<file path="config.mk">
export PLATFORM = sky130hd
export DESIGN_NAME = s_mac_ctrl
export DESIGN_NICKNAME = d
export VERILOG_FILES = /design/src/rtl/smac_ctrl_pkg.sv /design/src/rtl/s_mac_ctrl_pipe.sv /design/src/rtl/s_mac_ctrl.sv
export SDC_FILE = /design/constraint.sdc
export NUM_CORES = 1
export LEC_CHECK = 0
export CAP_MARGIN = 0
export CORE_MARGIN = 1.5
export CORE_UTILIZATION = 50
export CTS_CLUSTER_SIZE = 40
export DETAILED_ROUTE_END_ITERATION = 10
export GPL_ROUTABILITY_DRIVEN = 0
export GPL_TIMING_DRIVEN = 0
export MAX_ROUTING_LAYER = met4
export PLACE_DENSITY = 0.84
export SLEW_MARGIN = 10
export SYNTH_ARGS = -nofsm -noshare
export SYNTH_HDL_FRONTEND = slang
export SYNTH_SLANG_ARGS = --single-unit
</file>
<file path="constraint.sdc">
create_clock -name clk -period 1.6 [get_ports clk]
set_input_delay 0.32 -clock clk [delete_from_list [all_inputs] [get_ports clk]]
set_output_delay 0.32 -clock clk [all_outputs]
set_load 0.02 [all_outputs]
</file>
<file path="src/rtl/smac_ctrl_pkg.sv">
// Shared types and geometry for the serial-MAC controller: job loop bounds,
// FSM encoding and the per-beat tag that travels down the strobe pipeline.
package smac_ctrl_pkg;

    localparam int M      = 16;
    localparam int PA     = 8;
    localparam int PW     = 4;
    localparam int MNO    = 288;
    localparam int NCHUNK = MNO / M;
    localparam int NLANE  = 4;
    localparam int PIPE_D = 6;

    localparam int KW = $clog2(PA);
    localparam int JW = $clog2(PW);
    localparam int CW = $clog2(NCHUNK);
    localparam int LW = 2;

    localparam logic [KW-1:0] K_LAST = KW'(PA - 1);
    localparam logic [JW-1:0] J_LAST = JW'(PW - 1);
    localparam logic [LW-1:0] L_LAST = LW'(NLANE - 1);
    localparam logic [CW-1:0] C_LAST = CW'(NCHUNK - 1);

    typedef enum logic [2:0] {
        IDLE,
        CLEAR,
        FEED,
        DRAIN,
        OUT
    } state_t;

    typedef struct packed {
        logic [KW-1:0] k;
        logic [JW-1:0] j;
        logic [LW-1:0] l;
        logic [CW-1:0] c;
        logic          vld;
    } tag_t;

endpackage

</file>
<file path="src/rtl/s_mac_ctrl_pipe.sv">
// Tag delay line: tap[i] holds the tag of the beat accepted i+1 cycles ago.
// Always advances; flush or reset empties every stage so no stale strobe fires.
module s_mac_ctrl_pipe
    import smac_ctrl_pkg::*;
(
    input  logic                  clk,
    input  logic                  rst,
    input  logic                  flush,
    input  tag_t                  tag_in,
    output tag_t [PIPE_D-1:0]     tap
);

    tag_t [PIPE_D-1:0] sr_q;
    tag_t [PIPE_D-1:0] sr_d;

    always_comb begin
        sr_d    = sr_q;
        sr_d[0] = tag_in;
        for (int i = 1; i < PIPE_D; i++) begin
            sr_d[i] = sr_q[i-1];
        end
        if (flush) begin
            sr_d = '0;
        end
    end

    always_ff @(posedge clk) begin
        if (rst) begin
            sr_q <= '0;
        end else begin
            sr_q <= sr_d;
        end
    end

    assign tap = sr_q;

endmodule

</file>
<file path="src/rtl/s_mac_ctrl.sv">
// Serial-MAC sequencer: accepts bit-serial beats while FEED, decodes delayed tags into
// batch 0-3 strobes, then presents 4 output lanes. Beats are refused outside FEED.
module s_mac_ctrl
    import smac_ctrl_pkg::*;
(
    input  logic       clk,
    input  logic       rst,
    input  logic       start,
    input  logic       in_valid,
    output logic       in_ready,
    output logic       busy,
    output logic       done,
    output logic       out_valid,
    output logic       proto_err,
    output logic       cl_en_gen,
    output logic       w_en_a,
    output logic       w_en_w,
    output logic       w_en_br,
    output logic       MSB_a,
    output logic       cl_en_ac1,
    output logic       w_and_s_ac1,
    output logic       MSB_w,
    output logic       w_en_neg,
    output logic       cl_en_ac2,
    output logic       valid_ac2,
    output logic [1:0] sel_ac2,
    output logic       cl_en_ac3,
    output logic       valid_ac3,
    output logic       s_en_ac3,
    output logic [1:0] sel_ac3,
    output logic [1:0] sel_mux_relu
);

    state_t          state_q, state_d;
    logic [KW-1:0]   k_q, k_d;
    logic [JW-1:0]   j_q, j_d;
    logic [LW-1:0]   l_q, l_d;
    logic [CW-1:0]   c_q, c_d;
    logic [1:0]      ocnt_q, ocnt_d;

    tag_t              tag_in;
    tag_t [PIPE_D-1:0] tap;
    logic              accept, perr, last_beat, ac3_hit, last_ac3;
    logic              unused_tap;

    assign accept    = (state_q == FEED) && in_valid && !rst;
    assign perr      = (state_q == FEED) && !in_valid && (k_q != '0);
    assign last_beat = (k_q == K_LAST) && (j_q == J_LAST) && (l_q == L_LAST) && (c_q == C_LAST);
    // tap[4] is T+5: the ac3 write of a word whose last weight bit just finished
    assign ac3_hit   = tap[4].vld && (tap[4].k == K_LAST) && (tap[4].j == J_LAST);
    assign last_ac3  = ac3_hit && (tap[4].l == L_LAST) && (tap[4].c == C_LAST);
    assign unused_tap = ^tap;

    always_ff @(posedge clk) begin
        if (rst) begin
            state_q <= IDLE;
            k_q     <= '0;
            j_q     <= '0;
            l_q     <= '0;
            c_q     <= '0;
            ocnt_q  <= '0;
        end else begin
            state_q <= state_d;
            k_q     <= k_d;
            j_q     <= j_d;
            l_q     <= l_d;
            c_q     <= c_d;
            ocnt_q  <= ocnt_d;
        end
    end

    always_comb begin
        state_d = state_q;
        case (state_q)
            IDLE:    if (start) state_d = CLEAR;
            CLEAR:   state_d = FEED;
            FEED: begin
                if (perr) begin
                    state_d = IDLE;
                end else if (accept && last_beat) begin
                    state_d = DRAIN;
                end
            end
            DRAIN:   if (last_ac3) state_d = OUT;
            OUT:     if (ocnt_q == 2'd3) state_d = IDLE;
            default: state_d = IDLE;
        endcase
    end

    always_comb begin
        k_d    = k_q;
        j_d    = j_q;
        l_d    = l_q;
        c_d    = c_q;
        ocnt_d = (state_q == OUT) ? ocnt_q + 2'd1 : 2'd0;
        if (state_q == CLEAR || perr) begin
            k_d = '0;
            j_d = '0;
            l_d = '0;
            c_d = '0;
        end else if (accept) begin
            if (k_q == K_LAST) begin
                k_d = '0;
                if (j_q == J_LAST) begin
                    j_d = '0;
                    if (l_q == L_LAST) begin
                        l_d = '0;
                        c_d = c_q + CW'(1);
                    end else begin
                        l_d = l_q + LW'(1);
                    end
                end else begin
                    j_d = j_q + JW'(1);
                end
            end else begin
                k_d = k_q + KW'(1);
            end
        end
    end

    always_comb begin
        tag_in = '0;
        if (accept) begin
            tag_in.k   = k_q;
            tag_in.j   = j_q;
            tag_in.l   = l_q;
            tag_in.c   = c_q;
            tag_in.vld = 1'b1;
        end
    end

    s_mac_ctrl_pipe u_pipe (
        .clk    (clk),
        .rst    (rst),
        .flush  (perr),
        .tag_in (tag_in),
        .tap    (tap)
    );

    // Outputs are forced low during reset so nothing downstream sees a stale strobe.
    always_comb begin
        in_ready     = 1'b0;
        busy         = 1'b0;
        done         = 1'b0;
        out_valid    = 1'b0;
        proto_err    = 1'b0;
        cl_en_gen    = 1'b0;
        w_en_a       = 1'b0;
        w_en_w       = 1'b0;
        w_en_br      = 1'b0;
        MSB_a        = 1'b0;
        cl_en_ac1    = 1'b0;
        w_and_s_ac1  = 1'b0;
        MSB_w        = 1'b0;
        w_en_neg     = 1'b0;
        cl_en_ac2    = 1'b0;
        valid_ac2    = 1'b0;
        sel_ac2      = 2'd0;
        cl_en_ac3    = 1'b0;
        valid_ac3    = 1'b0;
        s_en_ac3     = 1'b0;
        sel_ac3      = 2'd0;
        sel_mux_relu = 2'd0;
        if (!rst) begin
            in_ready    = (state_q == FEED);
            busy        = (state_q != IDLE);
            proto_err   = perr;
            cl_en_gen   = (state_q == CLEAR);
            w_en_a      = accept;
            w_en_w      = accept;
            w_en_br     = tap[0].vld;
            MSB_a       = tap[0].vld && (tap[0].k == '0);
            cl_en_ac1   = (state_q == CLEAR) || tap[1].vld;
            w_and_s_ac1 = tap[1].vld && (tap[1].k != '0);
            w_en_neg    = tap[2].vld && (tap[2].k == K_LAST);
            MSB_w       = w_en_neg && (tap[2].j == '0);
            valid_ac2   = tap[3].vld && (tap[3].k == K_LAST);
            sel_ac2     = valid_ac2 ? tap[3].l : 2'd0;
            valid_ac3   = ac3_hit;
            sel_ac3     = ac3_hit ? tap[4].l : 2'd0;
            s_en_ac3    = ac3_hit && (tap[4].c != '0);
            cl_en_ac3   = (state_q == CLEAR);
            cl_en_ac2   = (state_q == CLEAR) ||
                          (tap[5].vld && (tap[5].k == K_LAST) &&
                           (tap[5].j == J_LAST) && (tap[5].l == L_LAST));
            out_valid    = (state_q == OUT);
            sel_mux_relu = out_valid ? ocnt_q : 2'd0;
            done         = out_valid && (ocnt_q == 2'd3);
        end
    end

endmodule

</file>
# Word-level counts from Yosys, hierarchy flattened
# Cells that the tools add are included.
# Widths: inputs -> output; s select.
dict set report word_totals {
  ff_bits 90
  latchBits 0
  ram_bits 0
  mem_bits_ro 0
  in_bits 4
  out_inout_bits 25
  wordCells 139
  n_memories 0
}
dict set report op_classes {
  addsub 5
  mul 0
  div 0
  magnitude_cmp 0
  n_eq_ne 22
  shifts 0
  n_mux 33
  bitwise 2
  n_reduce_logical 42
}
# op n
set ops {}
lappend ops {{$logic_and 1x1->1} 22}
lappend ops {{$eq 3x3->1 const B} 6}
lappend ops {{$mux 1} 18}
lappend ops {{$mux 3} 6}
lappend ops {{$mux 2} 8}
lappend ops {{$pmux 3 s5} 1}
lappend ops {{$eq 2x2->1 const B} 7}
lappend ops {{$eq 5x5->1 const B} 2}
lappend ops {{$reduce_bool 3->1} 3}
lappend ops {{$reduce_and 4->1} 2}
lappend ops {{$add 2x1->2 const B} 3}
lappend ops {{$eq 3x2->1 const B} 2}
lappend ops {{$logic_not 3->1} 2}
lappend ops {{$reduce_or 2->1} 3}
lappend ops {{$add 5x1->5 const B} 1}
lappend ops {{$reduce_bool 5->1} 1}
lappend ops {{$ne 2x2->1 const B} 2}
lappend ops {{$add 3x1->3 const B} 1}
lappend ops {{$eq 3x1->1 const B} 1}
lappend ops {{$logic_or 1x1->1} 3}
lappend ops {{$ne 3x2->1 const B} 1}
lappend ops {{$reduce_and 3->1} 1}
lappend ops {{$reduce_or 3->1} 1}
lappend ops {{$logic_not 1->1} 2}
lappend ops {{4 further kinds} 5}

# Logic depth before layout (Yosys ltp)
# Gate-level depths: netlist (run 1).
dict set report logic_depth {
  ltp_word 8
  ltp_mapped 8
  mapped_depth_nobuf 6
}

# Cells and area by module
# A second synthesis (run 1) with hierarchy kept.
dict set report unflattened {
  hier_cells 333
  hier_area_um2 3611.0
}
# mod n_inst cells_each area_per_inst_um2 seq_area_each_um2
set modules_own_cells {}
lappend modules_own_cells {s_mac_ctrl_pipe 1 174 2381.0 1561.5}
lappend modules_own_cells {s_mac_ctrl 1 159 1229.9 340.3}

# Worst setup path after synthesis (run 1)
# Ideal clock, no wire load.
dict set report synth_path {
  kind {input port to output port}
  startpoint {in rst}
  endpoint {out cl_en_gen}
  arrival_ns 1.442
  required_time_ns 1.280
  path_slack_ns -0.162
  cell_stages 4
  n_path_buf 3
  path_cell_list {buf_6 > clkbuf_1 > nor3_1 > buf_4}
}
dict set report synth_via {
  elab_chain_cells 1
}
# element line
set synth_rtl {}
lappend synth_rtl {{start: declaration} s_mac_ctrl.sv:7} ;# input logic rst,
lappend synth_rtl {{$mux 1} --}
lappend synth_rtl {{end: declaration} s_mac_ctrl.sv:15} ;# output logic cl_en_gen,
# Every way passes these cells.

# Worst setup path in the final report (run 1)
dict set report layout_path {
  startpoint {reg u_pipe.sr_q (netlist bit u_pipe.tap[54])}
  endpoint {out s_en_ac3}
}
dict set report layout_via {
  elab_chain_cells 3
}
# element line
set layout_rtl {}
lappend layout_rtl {{start: declaration} s_mac_ctrl_pipe.sv:13} ;# tag_t [PIPE_D-1:0] sr_q;
lappend layout_rtl {{start signal: assignment} s_mac_ctrl_pipe.sv:31} ;# sr_q <= sr_d;
lappend layout_rtl {{$reduce_bool 5->1} s_mac_ctrl.sv:181} ;# s_en_ac3 = ac3_hit && (tap[4].c != '0);
lappend layout_rtl {{$logic_and 1x1->1} s_mac_ctrl.sv:181}
lappend layout_rtl {{$mux 1} s_mac_ctrl.sv:164} ;# if (!rst) begin
lappend layout_rtl {{end: declaration} s_mac_ctrl.sv:29} ;# output logic s_en_ac3,
# Every way passes these cells.

==> impl_metrics.tcl, run 1 <==
set metrics [dict create \
    die_width_um 81.68 \
    grt_pass1_wl_um 9280 \
    cp-start-kind "flop" \
    synth-seq-area-share 0.5821 \
    placed_area_sq_um 3506 \
    rsz0062_at_grt "yes" \
    reg2reg_slack_ns -0.08 \
    clock_skew_ns 0.005877 \
    required_ns 1.28 \
    relSlewSlack 0.7655 \
    critPathBufInv 1 \
    timing.final.crit_share 1.098 \
    timing.critical_path.from "u_pipe.tap[54]" \
    cts_tree "yes" \
    cp_max_fo 2 \
    finalWirelength_um 5925 \
    synth-seq-cells 90 \
    synth_xor_area_frac 0.008488 \
    drc 0 \
    ys.flop_type "dfxtp_1" \
    final_cell_area_sq_um 4040 \
    min_to "ocnt_q[1]" \
    hp-start "rst" \
    p_int_mw 3.062 \
    critPathArrivalTime_ns 1.44 \
    finalSetupViolCount 25 \
    grt_overflow 0 \
    final_hold_viol_count 0 \
    clk_pin_slew_ns 0.09 \
    antenna_found_initial 0 \
    rr_startpoint "k_q[0]" \
    syn_inst 299 \
    grt_pass1_vias 2080 \
    clock-sinks 90 \
    firstDrtPassIters 4 \
    p_switching_mw 1.034 \
    status "finished with violations" \
    clkPwrFrac 0.343 \
    vias_per_cell 4.947 \
    hold_depth 3 \
    synthArstFlopShare 0 \
    synthMuxAreaShare 0.006467 \
    dp_cells 401 \
    grtUsageTotal 0.1990 \
    start_util 0.5197 \
    core_sq_um 5956 \
    worstReg2RegEnd "c_q[4]" \
    slowest_stage "or3_4" \
    violations "setup timing" \
    crit_family "simple AND/OR/NAND/NOR gates" \
    setup_slack_ns -0.1563 \
    die-area_sq_um 6672 \
    drive_above_1_share 0.3687 \
    port_buffers 27 \
    wl_per_cell_um 13.68 \
    worstSetupEndpointType "output port" \
    rows 28 \
    power_density_nw_per_um2 1014 \
    syn_area_sq_um 3095 \
    ant_nets 0 \
    synth_fa_ha_area_frac 0.03234 \
    grt_max_degree 20 \
    ir_drop_mv 0.6399 \
    synth_edf_count 0 \
    crit_chain "or3_4, o31a_1, buf_6" \
    synth_most_common_cell "dfxtp_1" \
    syn_nets 311 \
    p_comb_frac 0.100 \
    cts_made_buffers 9 \
    yosys.area.top_type "dfxtp_1" \
    cap_violations 0 \
    pwr-share-seq 0.557 \
    power.share.switching 0.2524 \
    fmax_mhz 569.4 \
    p_leak_nw 1.727 \
    synthTopCellsByArea "dfxtp_1, and2_1, ha_1, and3_1, nor2_1" \
    clk_latency_ns 0.36 \
    synth_top_area_share 0.5821 \
    tightest_slew_ns 0.3511 \
    syn_avg_cell_area_sq_um 10.35 \
    power_mw 4.096 \
    yosys.area_share.simple 0.2858 \
    dp_hpwl_um 3678 \
    reg2reg_depth 7 \
    clockBufferDepth 2 \
    synth_top_family_by_area "simple AND/OR/NAND/NOR gates" \
    place_ws_ns -1.036 \
    slew_viol_final 0 \
    yosys-top-cells-count "dfxtp_1, and2_1, nor2_1" \
    dr.first_iter.drc_count 90 \
    io_pins 29 \
    ys_types 35 \
    finalNetCount 365 \
    synth_compound_area_frac 0.04406 \
    crit_type "reg2out" \
    synth_warnings 0 \
    final_cells 433 \
    area_growth_pct 30.52 \
    vias 2142 \
    min_path_type "in2reg" \
    htreeDepth 3 \
    antenna_cells_inserted 0 \
    die_h_um 81.68 \
    slowest_delay_ns 0.38 \
    post-route-min-period_ns 1.756 \
    root_buffer "clkbuf_8" \
]
through the flow:
| stage | hold slack (ns) | setup TNS, ns | utilization |
|---|---|---|---|
| after floorplan | 0.4057 | -0.06855 | - |
| after global placement | 0.4077 | -31.55 | 0.5887 |
| after detailed placement | 0.4097 | -32.28 | 0.5887 |
| after CTS | 0.3476 | -2.208 | 0.6624 |
| after global routing | 0.3553 | -4.051 | 0.6784 |
| final | 0.3596 | -2.026 | 0.6784 |
how the worst max path moves through the flow:
stage	endpoint	slack, ns	cells past startpoint
floorplan	sel_ac2[0]	-0.02	4
global placement	w_en_w	-1.03	6
detailed placement	w_en_w	-1.04	6
CTS	sel_mux_relu[0]	-0.24	7
global route	sel_mux_relu[0]	-0.21	6
finish	s_en_ac3	-0.16	3
cell usage in the layout (no fill, tap or decap), types with 3 or more instances in the layout:
cell type,synthesis,layout
o31a_1,3,3
clkbuf_8,0,10
ha_1,8,5
dfxtp_4,0,5
and3_1,14,13
buf_4,5,28
nor2_4,0,4
a21oi_1,7,6
buf_2,5,4
inv_1,5,3
and2_4,0,7
nand4_1,8,8
nor2_1,21,14
nor3_1,6,3
dfxtp_2,0,11
nor2_2,0,3
nand3_1,3,3
buf_6,2,21
nand2b_4,0,3
dfxtp_1,90,74
and2_1,69,62
nand2_1,13,12
routing by layer:
layer  routed length [um]  vias up  track usage  part of all wire
met1                 2403     1007       0.2041              0.41
met2                 3178       43       0.3463              0.54
met5                    0        -            -                 0
met4                   85        0      0.06780             0.014
li1                     -     1084            -                 -
met3                  257        8      0.07889             0.043
worst min-delay path, cell delays in order:
cell	delay, ns
buf_6	0.15
nor2_4	0.07
and2_1	0.14
final cells by class:
class / count / area (sq um)
clock inverters: 5 / 36.28
inverters: 5 / 18.77
plain buffers: 13 / 106.4
fillers: 457 / 1916
repair buffers: 48 / 416.7
clock buffers: 11 / 141.4
flip-flops and latches: 90 / 1834
well taps: 75 / 93.84
multi-input cells: 186 / 1393
timing repair:
action / 4_1_cts / 5_1_grt
endpoints found under the setup margin: 95 / 91
gates resized for setup: 182 / 44
pin swaps: 17 / 19
gates cloned: 0 / 0
hold buffers: 0 / 0
setup buffers: 15 / 7
flip-flops by register name, summed over array words and instances, names as in the netlist:
name        count
c_q             5
j_q             2
k_q             3
l_q             2
ocnt_q          2
state_q         3
u_pipe.tap     73
cells by family after synthesis:
group                    after synthesis
AND/OR/NAND/NOR                      153
buffers and inverters                 23
flip-flops                            90
multiplexers                           2
AO/OA/AOI/OAI                         20
adder cells (fa/ha/maj)                8
XOR/XNOR                               3
power by group through the flow:
stage	logic (mW)	registers, mW	clock network, mW
finish	0.410	2.28	1.40
floorplan	0.211	2.31	0
detailed placement	0.309	2.31	0
global placement	0.303	2.31	0
CTS	0.402	2.27	1.42
global route	0.441	2.28	1.52
Power figures use the tool's default switching activity.
==> run 2: changes to the inputs <==
--- a/config.mk
+++ b/config.mk
@@ -12,7 +12,6 @@
 export DETAILED_ROUTE_END_ITERATION = 10
 export GPL_ROUTABILITY_DRIVEN = 0
 export GPL_TIMING_DRIVEN = 0
-export MAX_ROUTING_LAYER = met4
 export PLACE_DENSITY = 0.84
 export SLEW_MARGIN = 10
 export SYNTH_ARGS = -nofsm -noshare
==> run 2 against run 1 <==
The flow still finishes with violations (setup timing). Core utilization unchanged. First-iteration DRC count down 10%. Die area unchanged. Global-route usage down 0.51 points. Register-to-register slack about the same. Wire length about the same. Final area unchanged. Hold slack better by 0.0044 ns. Cell count unchanged. Largest power group unchanged. Highest routed layer unchanged.
==> impl_metrics.tcl, run 2 (synthesized netlist as in run 1, its figures left out) <==
set metrics [dict create \
    htreeDepth 3 \
    root_buffer "clkbuf_8" \
    placed_area_sq_um 3506 \
    vias_per_cell 4.970 \
    power_density_nw_per_um2 1012 \
    setup_slack_ns -0.1532 \
    vias 2152 \
    die_h_um 81.68 \
    dp_cells 401 \
    grt_pass1_vias 2075 \
    final_hold_viol_count 0 \
    wl_per_cell_um 13.68 \
    port_buffers 27 \
    tightest_slew_ns 0.3536 \
    finalSetupViolCount 25 \
    drive_above_1_share 0.3659 \
    slew_viol_final 0 \
    timing.final.crit_share 1.096 \
    die_width_um 81.68 \
    reg2reg_depth 7 \
    final_cell_area_sq_um 4040 \
    rows 28 \
    fillers 457 \
    final_common_cell "dfxtp_1" \
    utilization 0.6784 \
    tns_ns -1.968 \
    firstDrtPassIters 4 \
    mostFrequentLayoutCells "dfxtp_1, and2_1, buf_4, buf_6, nor2_1" \
    finalWirelength_um 5924 \
    post-route-min-period_ns 1.753 \
    finalNetCount 365 \
    clk_pin_slew_ns 0.09 \
    grtUsageTotal 0.1938 \
    worstSetupEndpointType "output port" \
    status "finished with violations" \
    violations "setup timing" \
    core_sq_um 5956 \
    final_cells 433 \
    cts_tree "yes" \
    p_leak_nw 1.729 \
    clk_latency_ns 0.35 \
    largest_register_ffs 73 \
    rsz0062_at_grt "yes" \
    ant_nets 0 \
    hold_depth 3 \
    clock_skew_ns 0.007371 \
    critPathArrivalTime_ns 1.43 \
    cp-start-kind "flop" \
    io_pins 29 \
    min_path_type "in2reg" \
    die-area_sq_um 6672 \
    power_mw 4.090 \
    clockBufferDepth 2 \
    fmax_mhz 570.4 \
    crit_type "reg2out" \
    antenna_found_initial 0 \
    cap_violations 0 \
    dp_hpwl_um 3678 \
    area_growth_pct 30.52 \
    place_ws_ns -1.036 \
    cp_max_fo 2 \
    grt_overflow 0 \
    start_util 0.5197 \
    grt_pass1_wl_um 9308 \
    relSlewSlack 0.7638 \
    antenna_cells_inserted 0 \
    clock-sinks 90 \
    cts_made_buffers 9 \
    grt_max_degree 20 \
    dr.first_iter.drc_count 81 \
    drc 0 \
    required_ns 1.28 \
    whs_ns 0.3640 \
    ir_drop_mv 0.6431 \
    cts_hold_buf 0 \
]
-- run 2: layer usage --
metal / part of all wire / vias up / routed length, um / track usage
met5: 0 / - / 0 / 0
met4: 0.016 / 0 / 93 / 0.06780
met3: 0.040 / 8 / 235 / 0.07889
met2: 0.54 / 40 / 3202 / 0.3446
met1: 0.40 / 1015 / 2393 / 0.2068
li1: - / 1089 / - / -
-- run 2: final timing paths --
path	from	to	slack, ns
setup / recovery	u_pipe.tap[54]	s_en_ac3	-0.15
hold reg to reg	u_pipe.tap[19]	u_pipe.tap[32]	0.43
setup reg to reg	k_q[1]	k_q[1]	-0.08
hold / removal	rst	ocnt_q[1]	0.36
-- run 2: layout make-up --
class	instances	area [sq um]	area share
buffer	13	106.4	0.02632
clock buffer	11	141.4	0.03500
clock inverter	5	36.28	0.008981
inverter	5	18.77	0.004645
multi-input combinational	186	1393	0.3447
sequential	90	1834	0.4540
tap	75	93.84	0.02323
timing repair buffer	48	416.7	0.1031
-- run 2: what timing repair did --
action,in CTS,in global routing
setup endpoints to repair,95,92
endpoints found under the hold margin,0,0
setup buffers,15,7
pin swaps,17,19
gates resized for setup,182,43
-- run 2: report_power, final --
group / internal (mW) / total, mW / switching, mW
clock network: 0.617 / 1.40 / 0.782
logic: 0.195 / 0.410 / 0.215
registers: 2.25 / 2.28 / 0.0310
total: 3.06 / 4.09 / 1.03
-- run 2: critical path, cell delays in order (launching register included) --
cell and delay, ns:
dfxtp_1 0.31, or3_4 0.38, o31a_1 0.26, buf_6 0.13
